**src/rtl/ptr_ring_pkg.sv**
```systemverilog
// Shared types for the PtRing router stop: destination width helper,
// default flit layout and the per-slot arbitration outcome.
package ptr_ring_pkg;

    function automatic int destWidth(input int nodeNum);
        return (nodeNum > 2) ? $clog2(nodeNum) : 1;
    endfunction

    localparam int FLIT_DATA_WIDTH = 32;
    localparam int FLIT_NODE_NUM   = 8;

    typedef struct packed {
        logic [destWidth(FLIT_NODE_NUM)-1:0] dest;
        logic [FLIT_DATA_WIDTH-1:0]          dat;
    } flit_t;

    typedef enum logic [1:0] {
        ARB_RING,
        ARB_INJ,
        ARB_NONE
    } arb_e;

endpackage

```
**src/rtl/ptr_ring_router_v2_fifo.sv**
```systemverilog
// Small synchronous FIFO with registered storage; push while full and
// pop while empty are ignored.
module ptr_sync_fifo #(
    parameter int WIDTH = 8,
    parameter int DEPTH = 2
) (
    input  logic             clk,
    input  logic             rst,
    input  logic             push,
    input  logic [WIDTH-1:0] pushData,
    input  logic             pop,
    output logic             full,
    output logic             notEmpty,
    output logic [WIDTH-1:0] head
);
    localparam int AW = (DEPTH > 1) ? $clog2(DEPTH) : 1;

    logic [WIDTH-1:0] mem [DEPTH];
    logic [AW-1:0]    wrPtr;
    logic [AW-1:0]    rdPtr;
    logic [AW:0]      count;
    logic             doPush;
    logic             doPop;

    assign full     = (count == (AW+1)'(DEPTH));
    assign notEmpty = (count != '0);
    assign doPush   = push & ~full;
    assign doPop    = pop & notEmpty;
    assign head     = mem[rdPtr];

    // Pointers wrap naturally because DEPTH is a power of two.
    always_ff @(posedge clk or negedge rst) begin
        if (!rst) begin
            wrPtr <= '0;
            rdPtr <= '0;
            count <= '0;
        end else begin
            if (doPush) wrPtr <= wrPtr + 1'b1;
            if (doPop)  rdPtr <= rdPtr + 1'b1;
            case ({doPush, doPop})
                2'b10:   count <= count + 1'b1;
                2'b01:   count <= count - 1'b1;
                default: count <= count;
            endcase
        end
    end

    always_ff @(posedge clk) begin
        if (doPush) mem[wrPtr] <= pushData;
    end

endmodule

```
**src/rtl/ptr_ring_router_v2.sv**
```systemverilog
// PtRing router stop: forwards, ejects and injects flits on a unidirectional
// ring through one registered output stage; ring traffic beats injection.
module ptr_ring_router_v2
    import ptr_ring_pkg::*;
#(
    parameter int  DATA_WIDTH   = 32,
    parameter int  NODE_NUM     = 8,
    parameter int  RBUF_DEPTH   = 4,
    parameter int  LBUF_DEPTH   = 2,
    parameter int  STARVE_LIMIT = 4,
    localparam int DEST_W       = destWidth(NODE_NUM)
) (
    input  logic                  clk,
    input  logic                  rst,
    input  logic                  ring_in_vld,
    input  logic [DEST_W-1:0]     ring_in_dest,
    input  logic [DATA_WIDTH-1:0] ring_in_dat,
    output logic                  ring_in_rdy,
    output logic                  ring_out_vld,
    output logic [DEST_W-1:0]     ring_out_dest,
    output logic [DATA_WIDTH-1:0] ring_out_dat,
    input  logic                  ring_out_rdy,
    input  logic                  l2r_vld,
    input  logic [DEST_W-1:0]     l2r_dest,
    input  logic [DATA_WIDTH-1:0] l2r_dat,
    output logic                  l2r_rdy,
    output logic                  r2l_vld,
    output logic [DATA_WIDTH-1:0] r2l_dat,
    input  logic                  r2l_rdy,
    output logic                  err_bad_dest
);
    localparam int SW = $clog2(STARVE_LIMIT + 1);

    typedef struct packed {
        logic [DEST_W-1:0]     dest;
        logic [DATA_WIDTH-1:0] dat;
    } routerFlit_t;

    localparam int FW = $bits(routerFlit_t);

    routerFlit_t fwdFlit, fwdCand, rbHead, injHead, injFlit, outFlit;
    logic        rbFull, rbNotEmpty, rbPush, rbPop;
    logic        injFull, injNotEmpty, injPush, injPop;
    logic        ejFull, ejNotEmpty, ejPush;
    logic        inEject, inFwd, ringAcc, fwdAcc;
    logic        l2rAcc, badDest;
    logic        loadSlot, fwdPending, outVld, errBadDest;
    logic [SW-1:0] starveCnt;
    arb_e        arbSel;

    // Readiness looks only at the arriving destination and local FIFO state.
    assign inEject     = (ring_in_dest == DEST_W'(1));
    assign inFwd       = (ring_in_dest > DEST_W'(1));
    assign ring_in_rdy = inEject ? ~ejFull : (inFwd ? ~rbFull : 1'b1);
    assign ringAcc     = ring_in_vld & ring_in_rdy;
    assign fwdAcc      = ringAcc & inFwd;
    assign ejPush      = ringAcc & inEject;

    assign fwdFlit.dest = ring_in_dest - DEST_W'(1);
    assign fwdFlit.dat  = ring_in_dat;

    assign injFlit.dest = l2r_dest;
    assign injFlit.dat  = l2r_dat;
    assign badDest      = (l2r_dest == '0) || (32'(l2r_dest) >= NODE_NUM);
    assign l2r_rdy      = ~injFull;
    assign l2rAcc       = l2r_vld & l2r_rdy;
    assign injPush      = l2rAcc & ~badDest;

    assign loadSlot   = ~outVld | ring_out_rdy;
    assign fwdPending = rbNotEmpty | fwdAcc;
    assign fwdCand    = rbNotEmpty ? rbHead : fwdFlit;

    always_comb begin
        arbSel = ARB_NONE;
        if (loadSlot) begin
            if (injNotEmpty && (starveCnt == SW'(STARVE_LIMIT) || !fwdPending))
                arbSel = ARB_INJ;
            else if (fwdPending)
                arbSel = ARB_RING;
        end
    end

    // The arriving flit bypasses the ring FIFO only when it is empty and ring wins.
    assign rbPop  = (arbSel == ARB_RING) & rbNotEmpty;
    assign rbPush = fwdAcc & ~((arbSel == ARB_RING) & ~rbNotEmpty);
    assign injPop = (arbSel == ARB_INJ);

    always_ff @(posedge clk or negedge rst) begin
        if (!rst) begin
            outVld  <= 1'b0;
            outFlit <= '0;
        end else if (loadSlot) begin
            case (arbSel)
                ARB_RING: begin
                    outVld  <= 1'b1;
                    outFlit <= fwdCand;
                end
                ARB_INJ: begin
                    outVld  <= 1'b1;
                    outFlit <= injHead;
                end
                default: outVld <= 1'b0;
            endcase
        end
    end

    always_ff @(posedge clk or negedge rst) begin
        if (!rst)
            starveCnt <= '0;
        else if (!injNotEmpty || arbSel == ARB_INJ)
            starveCnt <= '0;
        else if (arbSel == ARB_RING && starveCnt != SW'(STARVE_LIMIT))
            starveCnt <= starveCnt + 1'b1;
    end

    always_ff @(posedge clk or negedge rst) begin
        if (!rst) errBadDest <= 1'b0;
        else      errBadDest <= l2rAcc & badDest;
    end

    assign ring_out_vld  = outVld;
    assign ring_out_dest = outFlit.dest;
    assign ring_out_dat  = outFlit.dat;
    assign r2l_vld       = ejNotEmpty;
    assign err_bad_dest  = errBadDest;

    ptr_sync_fifo #(.WIDTH(FW), .DEPTH(RBUF_DEPTH)) ringFifo (
        .clk      (clk),
        .rst      (rst),
        .push     (rbPush),
        .pushData (fwdFlit),
        .pop      (rbPop),
        .full     (rbFull),
        .notEmpty (rbNotEmpty),
        .head     (rbHead)
    );

    ptr_sync_fifo #(.WIDTH(FW), .DEPTH(LBUF_DEPTH)) injFifo (
        .clk      (clk),
        .rst      (rst),
        .push     (injPush),
        .pushData (injFlit),
        .pop      (injPop),
        .full     (injFull),
        .notEmpty (injNotEmpty),
        .head     (injHead)
    );

    ptr_sync_fifo #(.WIDTH(DATA_WIDTH), .DEPTH(LBUF_DEPTH)) ejFifo (
        .clk      (clk),
        .rst      (rst),
        .push     (ejPush),
        .pushData (ring_in_dat),
        .pop      (r2l_rdy),
        .full     (ejFull),
        .notEmpty (ejNotEmpty),
        .head     (r2l_dat)
    );

endmodule
```
**config.mk**
```make
export PLATFORM = sky130hd
export DESIGN_NAME = ptr_ring_router_v2
export DESIGN_NICKNAME = d
export VERILOG_FILES = /design/src/rtl/ptr_ring_pkg.sv /design/src/rtl/ptr_ring_router_v2_fifo.sv /design/src/rtl/ptr_ring_router_v2.sv
export SDC_FILE = /design/constraint.sdc
export NUM_CORES = 1
export LEC_CHECK = 0
export CAP_MARGIN = 25
export CORE_UTILIZATION = 60
export DETAILED_ROUTE_END_ITERATION = 10
export PLACE_DENSITY = 0.82
export RECOVER_POWER = 100
export SETUP_SLACK_MARGIN = 0.4
export SLEW_MARGIN = 15
export SYNTH_ARGS = -nofsm -noshare
export SYNTH_HDL_FRONTEND = slang
export SYNTH_SLANG_ARGS = --single-unit
```
**constraint.sdc**
```tcl
create_clock -name clk -period 4.6 [get_ports clk]
set_input_delay 0.69 -clock clk [delete_from_list [all_inputs] [get_ports clk]]
set_output_delay 0.69 -clock clk [all_outputs]
set_load 0.005 [all_outputs]
```
==> metrics <==
DR WL/cell=24.5 um; Arr. time, crit path=3.05 ns; Syn Inst Count=750; first-pass GRT wire length=45,000 um; Post-Synth Simple-Gate Area=0.0380; drt first-iter violations=743; worst-path maximum fanout=33; Total Wirelength=29,400 um; fin crit share=0.813; Synth Area in XOR/XNOR=0.0113; mux cell area share after synthesis=0.115; minimum clock period=3.74 ns; failing checks=max-capacitance violations, max-slew violations; Post-CTS Hold Buffers=0; clk sinks=329; via-per-instance ratio=6.21; worst vdd ir=409 uV; count of final max-slew check failures=329; leading register cell type out of synthesis=edfxtp_1; Via Count=7,467; Yosys cell types=52; Sw Share=0.301; DP HPWL=18,300 um; ys async rst share=0.167; Syn Nets=838; combinational power share=0.283; length of the first detailed-routing pass in iterations=5; total grt overflow=0; Adder-Cell Fraction of Synth Area=0.0120; CTS tree=yes; Synth Area in Compound Gates=0.0617; pin count of the biggest net entering global routing=37; # setup viols final=0; Rel. slew slack=-0.437; PwrDens=601 nW/um^2; CP required=3.91 ns; class of the worst hold path=in -> async; Layout Skew=0.0122 ns; Final Worst Setup Slack=0.860 ns; CP max stage delay=1.44 ns; Mapped Area=13,200 um^2; Area growth, synth to finish=20.4%; synthesized flop and latch total=329; cells along the critical path=mux2_2, dlygate4sd3_1; vias in the first global route=7,907; pre-CTS setup slack=1.16 ns; Fin. Hold Viols=0; NetSw=2.87 mW; layout cells sized above 1=0.138; highest-count cells in the layout ignoring fill and taps=274 x edfxtp_1, 137 x dlygate4sd3_1, 52 x dfrtp_1, 47 x inv_1, 45 x nor2_1; DRC viols=0; initial antenna violation count=0; final setup TNS=0 ns; cell-internal power=6.65 mW; root buffer cell=clkbuf_16; status=finished, violations left; total track usage=0.273; Synth Area per Inst=17.5 um^2; Port Buffer Count=147; die area=22,500 um^2; H-tree depth=1; largest family of logic cells by synthesized area=multiplexers; Max Buffers Root-to-Sink=3; Yosys warnings=0; Ant. Diodes=0; clock-pin slew on the worst setup and hold paths=0.06 ns; I/O Pins=148; PostCTS Resize Cnt=0; most common cell after layout, fill and taps aside=edfxtp_1; startpoint types=flop; Sequential Power Share=0.461; Peak Freq=267 MHz; Worst-Margin Slew=2.16 ns; number of synthesized flops with an enable pin=274; Setup Fix Bufs, Post-CTS=0; clock latency at the later pin of the worst-skew pair=0.55 ns; clock buffer count from CTS=31; Crit-path slowest cell=dfrtp_1; die width=150 um; clock share of power=0.256; fin nets=991; gpl congestion=0.891; chip height=150 um; CP Capture Type=primary output; maxcap violations=10; row count=53; WS Path Type=reg -> out; initial core utilization=0.618; ANT nets after route=0; static leakage=5.69 nW; Core ar.=21,300 um^2; sequential share of the synthesized area=0.730; final core utilization=0.744; unrepaired setup endpoints after global routing=no
==> synthesized netlist by cell type, types with 2 or more instances <==
library cell	instances	share of area
mux4_2	35	0.060
nand2b_1	4	0.0019
buf_4	4	0.0023
buf_6	2	0.0017
o32ai_1	32	0.021
mux2_2	33	0.028
ha_1	11	0.010
o2111ai_1	2	0.0013
clkbuf_1	12	0.0034
buf_1	2	0.00057
a21oi_1	4	0.0015
nand2_1	39	0.011
xnor2_1	11	0.0073
nor3b_1	2	0.0011
buf_2	19	0.0072
inv_1	47	0.013
mux2i_1	35	0.027
o21ai_0	2	0.00076
edfxtp_1	274	0.63
and2_1	6	0.0029
buf_8	3	0.0034
a221o_1	35	0.027
nand4_1	2	0.00095
o41ai_1	2	0.0013
nand3_1	2	0.00076
xor2_1	6	0.0040
dfrtp_1	55	0.10
nor2_1	45	0.013
==> power by group through the flow <==
stage	Sequential [mW]	Combinational [mW]	Clock [mW]
2_1_floorplan	4.10	1.87	0
4_1_cts	4.39	2.80	2.46
5_1_grt	4.46	2.90	2.57
3_5_place_dp	4.43	2.76	0
3_3_place_gp	4.46	2.56	0
6_report	4.39	2.69	2.43
==> registers in the layout, summed over array words and instances (netlist names) <==
name	count
ejFifo.count	2
ejFifo.mem	64
ejFifo.rdPtr	1
ejFifo.wrPtr	1
err_bad_dest	1
injFifo.count	2
injFifo.mem	70
injFifo.rdPtr	1
injFifo.wrPtr	1
ringFifo.count	3
ringFifo.mem	140
ringFifo.rdPtr	2
ringFifo.wrPtr	2
ring_out_dat	32
ring_out_dest	3
ring_out_vld	1
starveCnt	3
==> worst paths after layout <==
kind / startpoint / endpoint / slack [ns] / cells past startpoint
min in group clk: ejFifo.count[1] / ejFifo.count[1] / 0.48 / 1
worst min-delay path: rst / ejFifo.rdPtr / 0.43 / 1
worst max register to register: injFifo.count[0] / injFifo.mem[1][18] / 1.00 / 5
worst max-delay path: ejFifo.rdPtr / r2l_dat[13] / 0.86 / 2
max in group asynchronous: rst / injFifo.rdPtr / 1.36 / 2
worst min register to register: ejFifo.count[1] / ejFifo.count[1] / 0.48 / 1
==> stage by stage <==
step	area, um^2	std cells	power, mW	hold WS (ns)
6_report	15800	1202	9.52	0.434
3_3_place_gp	14800	1136	7.02	0.475
4_1_cts	15900	1197	9.65	0.131
2_1_floorplan	13200	750	5.98	0.394
3_5_place_dp	14900	1140	7.19	0.479
5_1_grt	15800	1202	9.93	0.495
==> metal layers <==
layer / vias to the layer above / track usage / part of all wire
li1: 3225 / - / -
met1: 3750 / 0.354 / 0.37
met2: 412 / 0.460 / 0.51
met3: 80 / 0.0378 / 0.075
met4: 0 / 0.124 / 0.041
met5: - / 0 / 0
==> final cells by class <==
class | instances | area, um^2
multi-input combinational | 332 | 3130
inverter | 47 | 176
tap | 275 | 344
fill | 1197 | 5440
clock inverter | 17 | 133
clock buffer | 40 | 840
sequential | 329 | 9610
timing repair buffer | 162 | 1620
==> critical path: cells and delay by family, from the launching register on <==
| kind | cells | cell delay, ns |
|---|---|---|
| buf+inv | 1 | 0.59 |
| flops | 1 | 1.44 |
| mux | 1 | 0.44 |
==> kinds of logic (layout without fill, tap and decap cells) <==
group                      Yosys count  after routing
AOI/OAI and AO/OA                   89             89
xor gates and xnor gates            17             17
adders and majority gates           12             12
buffers and inverters               89            266
DFF                                329            329
muxes                              103            103
and+or+nand+nor                    111            111
Note: power is estimated with default switching activity, not from simulation.
